$ cat config.mk
export PLATFORM = sky130hd
export DESIGN_NAME = fix_seq_tracker_flat
export DESIGN_NICKNAME = d
export VERILOG_FILES = /design/src/rtl/fix_seq_tracker_if.sv /design/src/rtl/fix_seq_tracker.sv /design/src/flat_wrapper.sv
export SDC_FILE = /design/constraint.sdc
export NUM_CORES = 2
export LEC_CHECK = 0
export BUFFER_PORTS_ARGS = -buffer_cell sky130_fd_sc_hd__buf_2
export CORE_MARGIN = 3
export CORE_UTILIZATION = 24
export CTS_CLUSTER_SIZE = 16
export DETAILED_ROUTE_END_ITERATION = 8
export SYNTH_ARGS = -nofsm -noshare
export SYNTH_HDL_FRONTEND = slang
export SYNTH_SLANG_ARGS = --single-unit
$ cat constraint.sdc
create_clock -name clk -period 7.8 [get_ports clk]
set_input_delay 0 -clock clk [delete_from_list [all_inputs] [get_ports clk]]
set_output_delay 0 -clock clk [all_outputs]
set_load 0.01 [all_outputs]
$ cat src/rtl/fix_seq_tracker_if.sv
// Handshake bundle between a FIX session client and fix_seq_tracker.
// master = client (message builder / session layer), slave = tracker.
interface fix_seq_tracker_if #(
   parameter int SEQ_W       = 32,
   parameter int NUM_SESSION = 8
);
   localparam int SID_W = $clog2(NUM_SESSION);

   logic                   tx_req;
   logic [SID_W-1:0]       tx_sid;
   logic                   tx_ack;
   logic [SEQ_W-1:0]       tx_seq;

   logic                   rx_valid;
   logic                   rx_ready;
   logic [SID_W-1:0]       rx_sid;
   logic [SEQ_W-1:0]       rx_seq;
   logic                   rx_possdup;
   logic                   rx_gapfill;

   logic                   rsp_valid;
   logic                   rsp_ready;
   logic [1:0]             rsp_status;
   logic [SEQ_W-1:0]       rsp_gap_lo;
   logic [SEQ_W-1:0]       rsp_gap_hi;

   logic                   sess_rst;
   logic [SID_W-1:0]       sess_rst_sid;
   logic [NUM_SESSION-1:0] wrap;

   modport master (
      output tx_req, tx_sid, rx_valid, rx_sid, rx_seq, rx_possdup, rx_gapfill,
             rsp_ready, sess_rst, sess_rst_sid,
      input  tx_ack, tx_seq, rx_ready, rsp_valid, rsp_status, rsp_gap_lo, rsp_gap_hi, wrap
   );

   modport slave (
      input  tx_req, tx_sid, rx_valid, rx_sid, rx_seq, rx_possdup, rx_gapfill,
             rsp_ready, sess_rst, sess_rst_sid,
      output tx_ack, tx_seq, rx_ready, rsp_valid, rsp_status, rsp_gap_lo, rsp_gap_hi, wrap
   );
endinterface

$ cat src/rtl/fix_seq_tracker.sv
// Per-session FIX MsgSeqNum allocator/checker; tx and rx results appear 1 cycle after request, rx stalls
// while a result is held unaccepted. Define FIX_SEQ_GAP_RANGE_EN to drive the gap lo/hi range outputs.
module fix_seq_tracker #(
   parameter int SEQ_W       = 32,
   parameter int NUM_SESSION = 8
) (
   input logic              clk,
   input logic              rst_n,
   fix_seq_tracker_if.slave bus
);
   localparam int SID_W = $clog2(NUM_SESSION);
   localparam logic [SEQ_W-1:0] ONE = SEQ_W'(1);
   localparam logic [1:0] ST_OK  = 2'b00;
   localparam logic [1:0] ST_GAP = 2'b01;
   localparam logic [1:0] ST_LOW = 2'b10;
   localparam logic [1:0] ST_DUP = 2'b11;

   logic [SEQ_W-1:0]       out_q   [NUM_SESSION];
   logic [SEQ_W-1:0]       exp_q   [NUM_SESSION];
   logic [SEQ_W-1:0]       out_eff [NUM_SESSION];
   logic [SEQ_W-1:0]       exp_eff [NUM_SESSION];
   logic [SEQ_W-1:0]       out_nxt [NUM_SESSION];
   logic [SEQ_W-1:0]       exp_nxt [NUM_SESSION];
   logic [NUM_SESSION-1:0] vld_q, wrap_q, wrap_nxt;
   logic [NUM_SESSION-1:0] rst_hit, tx_sel, rx_sel, touch;

   logic                   rx_acc, tx_hit, rx_hit, rx_upd;
   logic [SEQ_W-1:0]       tx_cur, rx_exp, rx_new, gap_lo, gap_hi;
   logic [1:0]             rx_st;

   logic                   tx_ack_q, rsp_valid_q;
   logic [SEQ_W-1:0]       tx_seq_q, rsp_lo_q, rsp_hi_q;
   logic [1:0]             rsp_status_q;

   function automatic logic [SEQ_W-1:0] seq_inc(input logic [SEQ_W-1:0] v);
      return (v == '1) ? ONE : v + ONE;
   endfunction

   assign bus.rx_ready = !rsp_valid_q | bus.rsp_ready;
   assign rx_acc       = bus.rx_valid & bus.rx_ready;

   // A session reset overrides the stored values before any same-cycle op reads them.
   always_comb begin
      tx_hit   = 1'b0;
      rx_hit   = 1'b0;
      tx_cur   = '0;
      rx_exp   = '0;
      wrap_nxt = wrap_q;
      for (int s = 0; s < NUM_SESSION; s++) begin
         rst_hit[s] = bus.sess_rst && (bus.sess_rst_sid == SID_W'(s));
         tx_sel[s]  = bus.tx_req   && (bus.tx_sid == SID_W'(s));
         rx_sel[s]  = rx_acc       && (bus.rx_sid == SID_W'(s));
         out_eff[s] = (vld_q[s] && !rst_hit[s]) ? out_q[s] : ONE;
         exp_eff[s] = (vld_q[s] && !rst_hit[s]) ? exp_q[s] : ONE;
         if (rst_hit[s]) wrap_nxt[s] = 1'b0;
         if (tx_sel[s]) begin
            tx_hit = 1'b1;
            tx_cur = out_eff[s];
            if (out_eff[s] == '1) wrap_nxt[s] = 1'b1;
         end
         if (rx_sel[s]) begin
            rx_hit = 1'b1;
            rx_exp = exp_eff[s];
         end
      end
   end

   // Unmatched sid and seq 0 both fall through as LOW.
   always_comb begin
      rx_st  = ST_LOW;
      rx_upd = 1'b0;
      rx_new = rx_exp;
      if (rx_hit && bus.rx_seq != '0) begin
         if (bus.rx_gapfill) begin
            if (bus.rx_seq > rx_exp) begin
               rx_st  = ST_OK;
               rx_upd = 1'b1;
               rx_new = bus.rx_seq;
            end else if (bus.rx_seq == rx_exp) begin
               rx_st = ST_OK;
            end
         end else if (bus.rx_seq == rx_exp) begin
            rx_st  = ST_OK;
            rx_upd = 1'b1;
            rx_new = seq_inc(rx_exp);
         end else if (bus.rx_seq > rx_exp) begin
            rx_st = ST_GAP;
         end else if (bus.rx_possdup) begin
            rx_st = ST_DUP;
         end
      end
   end

`ifdef FIX_SEQ_GAP_RANGE_EN
   assign gap_lo = (rx_st == ST_GAP) ? rx_exp : '0;
   assign gap_hi = (rx_st == ST_GAP) ? bus.rx_seq - ONE : '0;
`else
   assign gap_lo = '0;
   assign gap_hi = '0;
`endif

   always_comb begin
      for (int s = 0; s < NUM_SESSION; s++) begin
         out_nxt[s] = tx_sel[s] ? seq_inc(out_eff[s]) : out_eff[s];
         exp_nxt[s] = (rx_sel[s] && rx_upd) ? rx_new : exp_eff[s];
         touch[s]   = rst_hit[s] | tx_sel[s] | rx_sel[s];
      end
   end

   always_ff @(posedge clk or negedge rst_n) begin
      if (!rst_n) begin
         vld_q        <= '0;
         wrap_q       <= '0;
         tx_ack_q     <= 1'b0;
         tx_seq_q     <= '0;
         rsp_valid_q  <= 1'b0;
         rsp_status_q <= 2'b00;
         rsp_lo_q     <= '0;
         rsp_hi_q     <= '0;
      end else begin
         vld_q    <= vld_q | touch;
         wrap_q   <= wrap_nxt;
         tx_ack_q <= bus.tx_req;
         tx_seq_q <= tx_hit ? tx_cur : '0;
         if (rx_acc) begin
            rsp_valid_q  <= 1'b1;
            rsp_status_q <= rx_st;
            rsp_lo_q     <= gap_lo;
            rsp_hi_q     <= gap_hi;
         end else if (bus.rsp_ready) begin
            rsp_valid_q <= 1'b0;
         end
      end
   end

   // Counter storage is unreset; vld_q masks it until a session is first written.
   always_ff @(posedge clk) begin
      for (int s = 0; s < NUM_SESSION; s++) begin
         if (touch[s]) begin
            out_q[s] <= out_nxt[s];
            exp_q[s] <= exp_nxt[s];
         end
      end
   end

   assign bus.tx_ack     = tx_ack_q;
   assign bus.tx_seq     = tx_seq_q;
   assign bus.rsp_valid  = rsp_valid_q;
   assign bus.rsp_status = rsp_status_q;
   assign bus.rsp_gap_lo = rsp_lo_q;
   assign bus.rsp_gap_hi = rsp_hi_q;
   assign bus.wrap       = wrap_q;
endmodule

$ cat src/flat_wrapper.sv
// flat-port wrapper written by rule: the top's interface ports become plain ports
module fix_seq_tracker_flat 
#(
   parameter int SEQ_W       = 32,
   parameter int NUM_SESSION = 8
)
  (clk, rst_n, bus_tx_req, bus_tx_sid, bus_rx_valid, bus_rx_sid, bus_rx_seq, bus_rx_possdup, bus_rx_gapfill, bus_rsp_ready, bus_sess_rst, bus_sess_rst_sid, bus_tx_ack, bus_tx_seq, bus_rx_ready, bus_rsp_valid, bus_rsp_status, bus_rsp_gap_lo, bus_rsp_gap_hi, bus_wrap);
  fix_seq_tracker_if #(.SEQ_W(SEQ_W), .NUM_SESSION(NUM_SESSION)) bus_i ();
  input logic clk;
  input logic rst_n;
  input wire logic [$bits(bus_i.tx_req)-1:0] bus_tx_req;
  input wire logic [$bits(bus_i.tx_sid)-1:0] bus_tx_sid;
  input wire logic [$bits(bus_i.rx_valid)-1:0] bus_rx_valid;
  input wire logic [$bits(bus_i.rx_sid)-1:0] bus_rx_sid;
  input wire logic [$bits(bus_i.rx_seq)-1:0] bus_rx_seq;
  input wire logic [$bits(bus_i.rx_possdup)-1:0] bus_rx_possdup;
  input wire logic [$bits(bus_i.rx_gapfill)-1:0] bus_rx_gapfill;
  input wire logic [$bits(bus_i.rsp_ready)-1:0] bus_rsp_ready;
  input wire logic [$bits(bus_i.sess_rst)-1:0] bus_sess_rst;
  input wire logic [$bits(bus_i.sess_rst_sid)-1:0] bus_sess_rst_sid;
  output wire logic [$bits(bus_i.tx_ack)-1:0] bus_tx_ack;
  output wire logic [$bits(bus_i.tx_seq)-1:0] bus_tx_seq;
  output wire logic [$bits(bus_i.rx_ready)-1:0] bus_rx_ready;
  output wire logic [$bits(bus_i.rsp_valid)-1:0] bus_rsp_valid;
  output wire logic [$bits(bus_i.rsp_status)-1:0] bus_rsp_status;
  output wire logic [$bits(bus_i.rsp_gap_lo)-1:0] bus_rsp_gap_lo;
  output wire logic [$bits(bus_i.rsp_gap_hi)-1:0] bus_rsp_gap_hi;
  output wire logic [$bits(bus_i.wrap)-1:0] bus_wrap;
  assign bus_i.tx_req = bus_tx_req;
  assign bus_i.tx_sid = bus_tx_sid;
  assign bus_i.rx_valid = bus_rx_valid;
  assign bus_i.rx_sid = bus_rx_sid;
  assign bus_i.rx_seq = bus_rx_seq;
  assign bus_i.rx_possdup = bus_rx_possdup;
  assign bus_i.rx_gapfill = bus_rx_gapfill;
  assign bus_i.rsp_ready = bus_rsp_ready;
  assign bus_i.sess_rst = bus_sess_rst;
  assign bus_i.sess_rst_sid = bus_sess_rst_sid;
  assign bus_tx_ack = bus_i.tx_ack;
  assign bus_tx_seq = bus_i.tx_seq;
  assign bus_rx_ready = bus_i.rx_ready;
  assign bus_rsp_valid = bus_i.rsp_valid;
  assign bus_rsp_status = bus_i.rsp_status;
  assign bus_rsp_gap_lo = bus_i.rsp_gap_lo;
  assign bus_rsp_gap_hi = bus_i.rsp_gap_hi;
  assign bus_wrap = bus_i.wrap;
  fix_seq_tracker #(.SEQ_W(SEQ_W), .NUM_SESSION(NUM_SESSION)) u_core (.clk(clk), .rst_n(rst_n), .bus(bus_i));
endmodule
# Word-level counts from Yosys, hierarchy flattened
# Memory sizes are Yosys's and may differ from the RTL's.
# Index checks and enable logic that the tools add are counted.
[word_totals] regBits=52 mem_bits_rw=512 inputBits=49 output_inout_bits=109 wordCells=254 n_memories=2
[classes] add_sub_neg=9 magnitude_cmp=1 n_eq_ne=31 muxes=131 bitwise_logic=19 n_reduce_logical=55
[memory_table] name="u_core.exp_q" words=8 word_bits=32 read_ports=8 rd_clocked_by_memory_dff=0 write_ports=8 line_no="fix_seq_tracker.sv:19" rtl="logic [SEQ_W-1:0] exp_q [NUM_SESSION];"
[memory_table] name="u_core.out_q" words=8 word_bits=32 read_ports=8 rd_clocked_by_memory_dff=0 write_ports=8 line_no="fix_seq_tracker.sv:18" rtl="logic [SEQ_W-1:0] out_q [NUM_SESSION];"
[op_table] cell="2-to-1 mux 32 bit" n=62
[op_table] cell="adder 32 x 1 -> 32 bit (second input constant)" n=9
[op_table] cell="equality test 32 bit (second input constant)" n=9
[op_table] cell="2-to-1 mux 1 bit" n=63
[op_table] cell="logical AND 1 bit" n=41
[op_table] cell="equality test 3 bit (second input constant)" n=12
[op_table] cell="equality test 32 bit" n=1
[op_table] cell="> comparator 32 bit" n=1
[op_table] cell="nonzero test 32 bit" n=1
[op_table] cell="equality test 3 x 2 -> 1 bit (second input constant)" n=6
[op_table] cell="OR 1 bit" n=17
[op_table] cell="2-to-1 mux 2 bit" n=6
[op_table] cell="equality test 3 x 1 -> 1 bit (second input constant)" n=3
[op_table] cell="zero test 1 bit" n=9
[op_table] cell="zero test 3 bit" n=3
[op_table] cell="OR 8 bit" n=1
[op_table] cell="nonzero test 2 bit" n=1
[op_table] cell="AND 1 bit" n=1

# Longest topological paths before layout
[logic_depth] depth_word=19 ltp_mapped=27 mapped_depth_nobuf=19

# Worst setup path before layout
# No wires, ideal clock.
[synth_path] path_type="reg-to-reg" start="register u_core.rsp_valid_q, in the netlist u_core.bus.rsp_valid" end="memory u_core.exp_q[5][29], in the netlist u_core.exp_q[1][61] (data pin)" setup_ns=0.270 t_arrival_ns=5.171 t_required_ns=7.530 path_slack_ns=2.359 stages_incl_launch_ff=28 n_path_buf=9 synth_period_minus_slack_ns=5.441 path_cell_list="dfrtp_1 nor2b_1 buf_4 inv_2 buf_4 and3_1 buf_4 buf_4 buf_2 nand3_1 a31o_2 and3_1 clkbuf_1 ha_1 nand4_1 or2_2 nor4_1 o41ai_1 a21oi_1 nand2_1 o21ai_1 and2_1 clkbuf_1 nand2_1 clkbuf_1 clkbuf_1 nand3_1 o21ai_0"
[synth_rtl] element="start: declaration" line_no="fix_seq_tracker.sv:31" rtl="logic tx_ack_q, rsp_valid_q;"
[synth_rtl] element="start signal: assignment" line_no="fix_seq_tracker.sv:116" rtl="rsp_valid_q <= 1'b0;"
[synth_rtl] element="start signal: assignment" line_no="fix_seq_tracker.sv:126" rtl="rsp_valid_q <= 1'b1;"
[synth_rtl] element="start signal: assignment" line_no="fix_seq_tracker.sv:131" rtl="rsp_valid_q <= 1'b0;"
[synth_rtl] element="end: declaration" line_no="fix_seq_tracker.sv:19"

==> results.tsv <==
metric	value	unit
crit_fanout	29	
fin_area	38600	um2
cts_buffers	59	
syn_area	33800	um2
outcome	finished clean	
rsz0062_at_grt	no	
clock_sinks	564	
cts_setup_buffers	0	
area_growth	14.3	%
grt_start_max_net_pins	66	
clk_latency	0.66	ns
viasPerCell	5.41	
clk_pin_slew	0.07	ns
ioPinCount	158	
ys_ff_latch	564	
power.density	198	nW/um2
syn_inst	3560	
max_cap_viol_count	0	
antenna_left	0	
netlist.top_cell.by_area	edfxtp_1	
synth.area.top_cells	edfxtp_1 (46%), nand3_1 (5.6%), nand2_1 (4.2%), nor2_1 (4.2%), dfrtp_1 (3.9%)	
cp.required	8.17	ns
setup_viol	0	
startpoint_type	flip-flop	
place_hpwl	91200	um
finalNetCount	3702	
yosysSeqAreaShare	49.4	%
portBuffers	93	
path_cells	nor2b_1, inv_2, and3_1, a31oi_1, a31oi_1, a311oi_2, ha_1, nand4_1, nor4_1, nand4_1, inv_1, nand4_1, nor4_2, nand4_1, o21a_1, a21oi_1, o21ai_0	
synthTopCellsByCount	edfxtp_1 (512), nand2_1 (378), nand3_1 (378), nor2_1 (375), o21ai_0 (256)	
worstSetupPathType	reg2reg	
h-tree-depth	2	
worst-path-stages	17	
synth_enable_flop_cells	512	
wire_per_inst	22.9	um
r2r_cells	17	
hold_class	in2async	
yosysMostFrequentCell	edfxtp_1	
antenna_found_initial	13	
path_delay_family	simple AND/OR/NAND/NOR gates	
slowest_stage	a21oi_1	
final-max-slew-violation-count	0	
fp.dieH	381	um
core	140000	um2
hold_viol_final	0	
cts_tree	yes	
yosys_warnings	0	
finalCriticalPeriod	7.20	ns
grt.overflow.total	0	
worstPathArrival	7.56	ns
drt_wl_total	127000	um
rows	137	
max_freq	0.139	GHz
cts-root-buf	clkbuf_16	
synth.distinct_cells	95	
avgSynthCellArea	9.49	um2
ys_async_sr_fraction	9.22	%
vias	30000	
end_kind	flip-flop	
fin_worst_skew	0.0299	ns
slew_headroom	20.9	%
tightest_slew	1.19	ns
drt_iter0_drc	4628	
cpMostUsedCell	nand4_1	
grt_pass1_vias	27000	
path_buf_inv	2	
fillCellCount	14800	
drive_above_1_share	11.1	%
dpl-instance-area	36400	um2
start_util	24.2	%
grt_pass1_wl	185000	um
utilization	27.6	%
period_share	92.3	%
grt_usage	16.7	%
clk_path_buf_depth	3	
drc	0	
fin_tns_setup	0	ns
drt_first_pass_iters	8	
ir_drop	0.000176	V
die-width	381	um
slowest_delay	0.69	ns
cts_resized	0	
gp_congestion	0.953	
netlist.area_leader.share	45.5	%
dieArea	145000	um2
synth_ff_type	edfxtp_1	
p_leak	0.0135	uW
layout make-up:
class / instances / area (um2) / share of cell area (%)
Sequential cell: 564 / 16700 / 43.2
Multi-Input combinational cell: 2740 / 16000 / 41.3
Tap cell: 1876 / 2350 / 6.08
Clock buffer: 74 / 1700 / 4.40
Timing Repair Buffer: 217 / 1460 / 3.79
Clock inverter: 38 / 345 / 0.895
Inverter: 30 / 113 / 0.292
Antenna cell: 3 / 7.51 / 0.0194
metal layers:
metal | wire length (um) | track usage [%] | up-vias
met2 | 53700 | 24.5 | 1877
li1 | - | - | 13300
met1 | 53300 | 24.1 | 14500
met3 | 15000 | 3.26 | 262
met5 | 9 | 0 | -
met4 | 4740 | 5.86 | 2
cells by family (layout without fill, tap and decap cells):
| group | count (synthesis) | in the layout | share of synthesized area, % |
|---|---|---|---|
| simple gates | 1616 | 1616 | 23.4 |
| compound gates | 782 | 782 | 15.0 |
| flops | 564 | 564 | 49.4 |
| buf+inv | 319 | 359 | 4.56 |
| xor+xnor | 228 | 228 | 5.91 |
| fa+ha+maj | 41 | 41 | 1.52 |
| mux | 9 | 9 | 0.319 |
| other cells | 1 | 67 | 0.0111 |
path summary, 6_finish.rpt:
| kind | startpoint | end | slack (ns) |
|---|---|---|---|
| max | u_core.bus.rsp_valid | u_core.exp_q[1][14] | 0.60 |
| min | rst_n | u_core.vld_q[3] | 0.002 |
| max reg2reg | u_core.bus.rsp_valid | u_core.exp_q[1][14] | 0.60 |
| min reg2reg | u_core.bus.wrap[0] | u_core.bus.wrap[0] | 0.48 |
| max in group asynchronous | rst_n | u_core.bus.rsp_status[1] | 6.79 |
| min in group clk | bus_sess_rst_sid[2] | u_core.bus.wrap[7] | 0.03 |
registers in the layout, indices dropped and copies added, names as in the netlist:
| register | flops |
|---|---|
| u_core.exp_q | 256 |
| u_core.bus.rsp_valid | 1 |
| u_core.vld_q | 8 |
| u_core.bus.rsp_status | 2 |
| u_core.bus.tx_ack | 1 |
| u_core.bus.wrap | 8 |
| u_core.bus.tx_seq | 32 |
| u_core.out_q | 256 |
cell usage in the layout (no fill, tap or decap), drive strengths merged, types with 12 or more instances in the layout:
cell type	Yosys	routed
buf	125	206
a211oi	22	22
and2	28	28
o211ai	12	12
conb	1	64
nand3	380	380
a221oi	17	17
o22ai	21	21
a21oi	143	143
nor4	43	43
nand2b	16	16
nand2	378	378
a31oi	38	38
a22oi	108	108
inv	30	40
o21ai	285	285
xor2	139	139
a221o	12	12
or3	26	26
xnor2	89	89
nor2	376	376
nor3	51	51
a21o	13	13
dfrtp	52	52
ha	41	41
clkbuf	164	74
nand4	84	84
or2	19	19
and3	151	151
clkinv	0	21
edfxtp	512	512
a32oi	16	16
through the flow:
stage	instances	total power [uW]	setup WS, ns	hold slack (ns)
after floorplan	3623	4240	2.36	-0.296
after detailed placement	5416	4630	0.790	0.129
final	5542	7630	0.604	0.00249
after global placement	5416	4620	0.930	0.124
after CTS	5539	7640	0.804	0.00201
after global routing	5539	7870	0.0957	0.0259
repair_timing:
| action | 4_1_cts | 5_1_grt |
|---|---|---|
| endpoints found under the hold margin | 61 | 0 |
| endpoints found under the setup margin | 0 | 0 |
| hold buffers | 11 | 0 |
report_power, final:
part	internal [uW]	leakage (uW)	switching (uW)	total, uW
clock network	1720	0.00102	1310	3030
logic	294	0.00710	690	985
registers	3500	0.00540	126	3620
total	5510	0.0135	2130	7630
Power figures use the tool's default switching activity.
